===== config.mk =====
export PLATFORM = sky130hd
export DESIGN_NAME = pipe_hazard_ctrl
export DESIGN_NICKNAME = d
export VERILOG_FILES = /design/src/rtl/pipe_hazard_ctrl.sv
export SDC_FILE = /design/constraint.sdc
export NUM_CORES = 1
export LEC_CHECK = 0
export CORE_MARGIN = 10
export CORE_UTILIZATION = 39
export CTS_CLUSTER_SIZE = 24
export DETAILED_ROUTE_END_ITERATION = 16
export PLACE_DENSITY = 0.81
export SYNTH_ARGS = -nofsm -noshare
export SYNTH_HDL_FRONTEND = slang
export SYNTH_SLANG_ARGS = --single-unit

===== constraint.sdc =====
create_clock -name clk -period 3.05 [get_ports clk]
set_clock_uncertainty 0.05 [all_clocks]
set_input_delay 0.7625 -clock clk [delete_from_list [all_inputs] [get_ports clk]]
set_output_delay 0.7625 -clock clk [all_outputs]
set_load 0.1 [all_outputs]

===== src/rtl/pipe_hazard_ctrl.sv =====
// LEGv8 5-stage pipeline hazard sequencer: load-use stalls, taken-branch flushes, data-memory waits.
// Optional HAZ_PERF_CNT_EN macro enables the saturating StallCount/FlushCount performance counters.
module pipe_hazard_ctrl #(
  parameter int unsigned LOAD_STALL_CYCLES = 1,
  parameter int unsigned MEM_TIMEOUT       = 15,
  parameter int unsigned CNT_W             = 16
) (
  input  logic             clk,
  input  logic             reset_n,
  input  logic [4:0]       ID_Rn,
  input  logic [4:0]       ID_Rm,
  input  logic             ID_UsesRm,
  input  logic             EX_MemRead,
  input  logic [4:0]       EX_Rd,
  input  logic             MEM_Branch,
  input  logic             MEM_Zero,
  input  logic             MEM_MemRead,
  input  logic             MEM_MemWrite,
  input  logic             DMemReady,
  output logic             DMemReq,
  output logic             PCWrite,
  output logic             IF_ID_Write,
  output logic             IF_ID_Flush,
  output logic             ID_EX_Bubble,
  output logic             ID_EX_Flush,
  output logic             EX_MEM_Write,
  output logic             EX_MEM_Flush,
  output logic             MEM_WB_Bubble,
  output logic             MemTimeout,
  output logic [CNT_W-1:0] StallCount,
  output logic [CNT_W-1:0] FlushCount
);

  typedef enum logic [1:0] {
    ST_RUN    = 2'd0,
    ST_LSTALL = 2'd1,
    ST_WAIT   = 2'd2
  } state_e;

  localparam logic [2:0] STALL_INIT = 3'(LOAD_STALL_CYCLES - 1);
  localparam logic [7:0] WAIT_LIMIT = 8'(MEM_TIMEOUT);

  state_e     state_q, state_d;
  state_e     ret_q, ret_d;
  logic [2:0] stall_q, stall_d;
  logic [7:0] wait_q, wait_d;
  logic       tmo_q, tmo_d;

  logic mem_acc, mem_ready, mem_stall, taken, hazard;

  assign mem_acc   = MEM_MemRead | MEM_MemWrite;
  assign mem_ready = mem_acc & DMemReady;
  assign mem_stall = mem_acc & ~DMemReady;
  assign taken     = MEM_Branch & MEM_Zero;
  assign hazard    = EX_MemRead && (EX_Rd != 5'd31) &&
                     ((EX_Rd == ID_Rn) || (ID_UsesRm && (EX_Rd == ID_Rm)));

  assign DMemReq    = mem_acc & reset_n;
  assign MemTimeout = tmo_q;

  always_comb begin
    state_d       = state_q;
    ret_d         = ret_q;
    stall_d       = stall_q;
    wait_d        = wait_q;
    tmo_d         = tmo_q;
    PCWrite       = 1'b1;
    IF_ID_Write   = 1'b1;
    IF_ID_Flush   = 1'b0;
    ID_EX_Bubble  = 1'b0;
    ID_EX_Flush   = 1'b0;
    EX_MEM_Write  = 1'b1;
    EX_MEM_Flush  = 1'b0;
    MEM_WB_Bubble = 1'b0;

    unique case (state_q)
      ST_RUN: begin
        if (mem_stall) begin
          PCWrite       = 1'b0;
          IF_ID_Write   = 1'b0;
          EX_MEM_Write  = 1'b0;
          MEM_WB_Bubble = 1'b1;
          state_d       = ST_WAIT;
          ret_d         = ST_RUN;
          wait_d        = 8'd1;
        end else if (taken) begin
          IF_ID_Flush  = 1'b1;
          ID_EX_Flush  = 1'b1;
          EX_MEM_Flush = 1'b1;
        end else if (hazard) begin
          PCWrite      = 1'b0;
          IF_ID_Write  = 1'b0;
          ID_EX_Bubble = 1'b1;
          if (LOAD_STALL_CYCLES > 1) begin
            state_d = ST_LSTALL;
            stall_d = STALL_INIT;
          end
        end
      end

      ST_LSTALL: begin
        if (mem_stall) begin
          PCWrite       = 1'b0;
          IF_ID_Write   = 1'b0;
          EX_MEM_Write  = 1'b0;
          MEM_WB_Bubble = 1'b1;
          state_d       = ST_WAIT;
          ret_d         = ST_LSTALL;
          wait_d        = 8'd1;
        end else begin
          PCWrite      = 1'b0;
          IF_ID_Write  = 1'b0;
          ID_EX_Bubble = 1'b1;
          stall_d      = stall_q - 3'd1;
          if (stall_q <= 3'd1) state_d = ST_RUN;
        end
      end

      ST_WAIT: begin
        // Timeout releases exactly like a ready; ready on the limit cycle wins and sets no error.
        if (mem_ready || (wait_q >= WAIT_LIMIT)) begin
          wait_d  = '0;
          if (!mem_ready) tmo_d = 1'b1;
          state_d = ((ret_q == ST_LSTALL) && (stall_q != '0)) ? ST_LSTALL : ST_RUN;
        end else begin
          PCWrite       = 1'b0;
          IF_ID_Write   = 1'b0;
          EX_MEM_Write  = 1'b0;
          MEM_WB_Bubble = 1'b1;
          wait_d        = wait_q + 8'd1;
        end
      end

      default: state_d = ST_RUN;
    endcase

    if (!reset_n) begin
      PCWrite       = 1'b0;
      IF_ID_Write   = 1'b0;
      IF_ID_Flush   = 1'b0;
      ID_EX_Bubble  = 1'b0;
      ID_EX_Flush   = 1'b0;
      EX_MEM_Write  = 1'b0;
      EX_MEM_Flush  = 1'b0;
      MEM_WB_Bubble = 1'b1;
    end
  end

  always_ff @(posedge clk or negedge reset_n) begin
    if (!reset_n) begin
      state_q <= ST_RUN;
      ret_q   <= ST_RUN;
      stall_q <= '0;
      wait_q  <= '0;
      tmo_q   <= 1'b0;
    end else begin
      state_q <= state_d;
      ret_q   <= ret_d;
      stall_q <= stall_d;
      wait_q  <= wait_d;
      tmo_q   <= tmo_d;
    end
  end

`ifdef HAZ_PERF_CNT_EN
  logic [CNT_W-1:0] stall_cnt_q, stall_cnt_d;
  logic [CNT_W-1:0] flush_cnt_q, flush_cnt_d;

  always_comb begin
    stall_cnt_d = stall_cnt_q;
    flush_cnt_d = flush_cnt_q;
    if (ID_EX_Bubble && (stall_cnt_q != '1)) stall_cnt_d = stall_cnt_q + 1'b1;
    if (IF_ID_Flush && (flush_cnt_q != '1)) flush_cnt_d = flush_cnt_q + 1'b1;
  end

  always_ff @(posedge clk or negedge reset_n) begin
    if (!reset_n) begin
      stall_cnt_q <= '0;
      flush_cnt_q <= '0;
    end else begin
      stall_cnt_q <= stall_cnt_d;
      flush_cnt_q <= flush_cnt_d;
    end
  end

  assign StallCount = stall_cnt_q;
  assign FlushCount = flush_cnt_q;
`else
  assign StallCount = '0;
  assign FlushCount = '0;
`endif

endmodule


==> results_dict.tcl <==
set metrics [dict create \
    path_class "in -> out" \
    numCtsBuffers 3 \
    place_hpwl_mm 2.58 \
    die_h_um 75.4 \
    syn_area_um2 1190 \
    dieArea_um2 5680 \
    clock-sinks 15 \
    yosysUniqueCellTypes 36 \
    finalSetupViolCount 0 \
    core_area_um2 3000 \
    synth_top_cells_by_area "dfrtp_1 31%, buf_4 22%, xor2_1 6.6%" \
    avgSynthCellArea_um2 9.12 \
    worstPathRequired_ns 2.24 \
    viasPerCell 4.66 \
    cts_hold_buf 0 \
    die_x_um 75.4 \
    worst_pin_slew_ns 0.532 \
    vias 965 \
    ys_ff_latch 15 \
    root_buffer "clkbuf_4" \
    drt_iter0_markers 43 \
    areaGrowthSynthToFinish_pct 45.9 \
    synth-edff-count 0 \
    ir_drop_mv 0.273 \
    cap_violations 0 \
    grt_start_max_net_pins 13 \
    worstPathArrival_ns 2.19 \
    grt.overflow.total 0 \
    finalCriticalPeriod_ns 3.00 \
    synth_top_cell_by_area "dfrtp_1" \
    grt_pass1_vias 965 \
    wl_mm 3.27 \
    cp_slowest_cell "o31a_4" \
    antenna_found_initial 0 \
    syn_inst 131 \
    antenna_cells 0 \
    p_per_area_nw_per_um2 560 \
    yosysSeqAreaShare_pct 31.4 \
    routedWlPerCell_um 15.8 \
    ys_warn_count 0 \
    max_freq_mhz 333 \
    insertion_delay_ns 0.29 \
    hold_class "reg -> reg" \
    run_status "finished clean" \
    cts_tree "built" \
    gp_congestion 0.745 \
    finalPower_mw 0.975 \
    clk_path_buf_depth 2 \
    final_max_slew_viol_count 0 \
    fin_crit_sh_pct 98.5 \
    nNetsFinal 203 \
    yosysMostFrequentCell "buf_4" \
    synthTopCellsByCount "35 x buf_4, 15 x dfrtp_1, 9 x nand2_1, 9 x xor2_1, 6 x nor2_1" \
    ff2ff_setup_slack_ns 1.21 \
    path_max_fanout 2 \
    fillers 260 \
    final_antenna_net_count 0 \
    ios 66 \
    drtPass1Iterations 5 \
    place_inst 202 \
    h-tree-depth 1 \
    endpoint_kind "output pin" \
    relSlewSlack_pct 64.2 \
    port_buffers 33 \
    num_rows 20 \
    final_cells 207 \
    synthArstFlopShare_pct 100 \
    crit_path_cell_trace "clkdlybuf4s15_1 > xor2_1 > nor4_2 > a32oi_2 > o31a_4 > buf_12" \
    slowest_delay_ns 0.42 \
    synth-main-ff-cell "dfrtp_1" \
    p_leak_nw 0.896 \
    drive_gt1_share_pct 27.6 \
    start_util_pct 39.8 \
    grt_pass1_wl_mm 4.78 \
    cp-start-kind "input pin" \
    hold_viol 0 \
    grtUsageTotal_pct 10.8 \
    synth_top_cell_area_share_pct 31.4 \
    path_clk_slew_ns 0.09 \
    drc 0 \
]
## layout make-up
class / count / area, um^2 / share of cell area, %
Timing Repair Buffer: 43 / 505 / 29.0
Clock buffer: 3 / 22.5 / 1.29
Tap cell: 33 / 41.3 / 2.37
Sequential cell: 15 / 375 / 21.5
Multi-Input combinational cell: 107 / 774 / 44.4
Inverter: 5 / 18.8 / 1.08
Clock inverter: 1 / 5.00 / 0.287
## registers in the layout, summed over array words and instances, names as in the netlist
register    cells
ret_q           1
wait_q          8
stall_q         3
state_q         2
MemTimeout      1
## layout by cell type (no fill, tap or decap), types with 2 or more instances in the layout
cell,n
dfrtp_1,15
nor2_1,4
nand2_1,8
clkbuf_4,3
clkdlybuf4s50_1,9
xnor2_1,3
nor3_2,2
o21ai_0,3
buf_4,9
dlygate4sd2_1,3
dlymetal6s2s_1,6
conb_1,32
clkdlybuf4s15_1,2
xor2_2,3
nor2b_1,2
inv_1,5
and2_1,4
a22o_1,2
clkbuf_2,3
nor4_1,2
ha_1,4
buf_12,10
nand3_1,4
a21o_1,2
xor2_1,6
## routing by layer
layer	vias up	track usage, %	share of wire [%]
met5	-	0	0
met4	0	4.33	0.67
met3	2	3.91	12
met2	43	18.5	51
met1	455	11.9	37
li1	465	-	-
## critical path: cells and delay by family
kind                      cells  cell delay [ns]
and+or+nand+nor               1             0.31
AOI/OAI and AO/OA             2             0.62
xor gates and xnor gates      1             0.15
buffers and inverters         2             0.34
## cell families (layout without fill, tap and decap cells)
family          count (synthesis)  in the layout  synth area share (%)
buf+inv                        40             52                  23.6
simple gates                   37             37                  17.6
compound gates                 21             21                  13.2
flops                          15             15                  31.4
xor+xnor                       12             12                  8.80
fa+ha+maj                       4              4                  4.19
other cells                     1             32                 0.314
mux                             1              1                 0.942
## power breakdown
part / internal (mW) / switching, mW
combinational: 0.174 / 0.403
clock: 0.0489 / 0.0690
sequential: 0.238 / 0.0417
## worst paths after layout
kind,start,to,cells past startpoint
max,ID_Rm[2],IF_ID_Write,6
max reg2reg,wait_q[4]$_DFFE_PN0P_,wait_q[0]$_DFFE_PN0P_,5
min,MemTimeout$_DFFE_PN0P_,MemTimeout$_DFFE_PN0P_,1
min reg2reg,MemTimeout$_DFFE_PN0P_,MemTimeout$_DFFE_PN0P_,1
min in group asynchronous,reset_n,state_q[0]$_DFFE_PN0P_,1
max in group asynchronous,reset_n,stall_q[0]$_DFFE_PN0P_,3
## stage by stage
step	TNS (ns)	hold WS, ns	setup slack [ns]	instance area, um^2	util [%]
6_report	0	0.439	0.0454	1740	58.0
5_1_grt	-0.0119	0.479	-0.00693	1740	58.0
4_1_cts	0	0.441	0.00227	1700	56.5
3_5_place_dp	-0.668	0.420	-0.243	1630	54.3
3_3_place_gp	-0.574	0.401	-0.219	1630	54.3
2_1_floorplan	-0.240	0.400	-0.198	1380	-
## what timing repair did
action,CTS,global route
pin swaps,7,6
buffers inserted,1,0
resized for setup,14,21
setup endpoints to repair,6,8
Power figures use the tool's default switching activity.
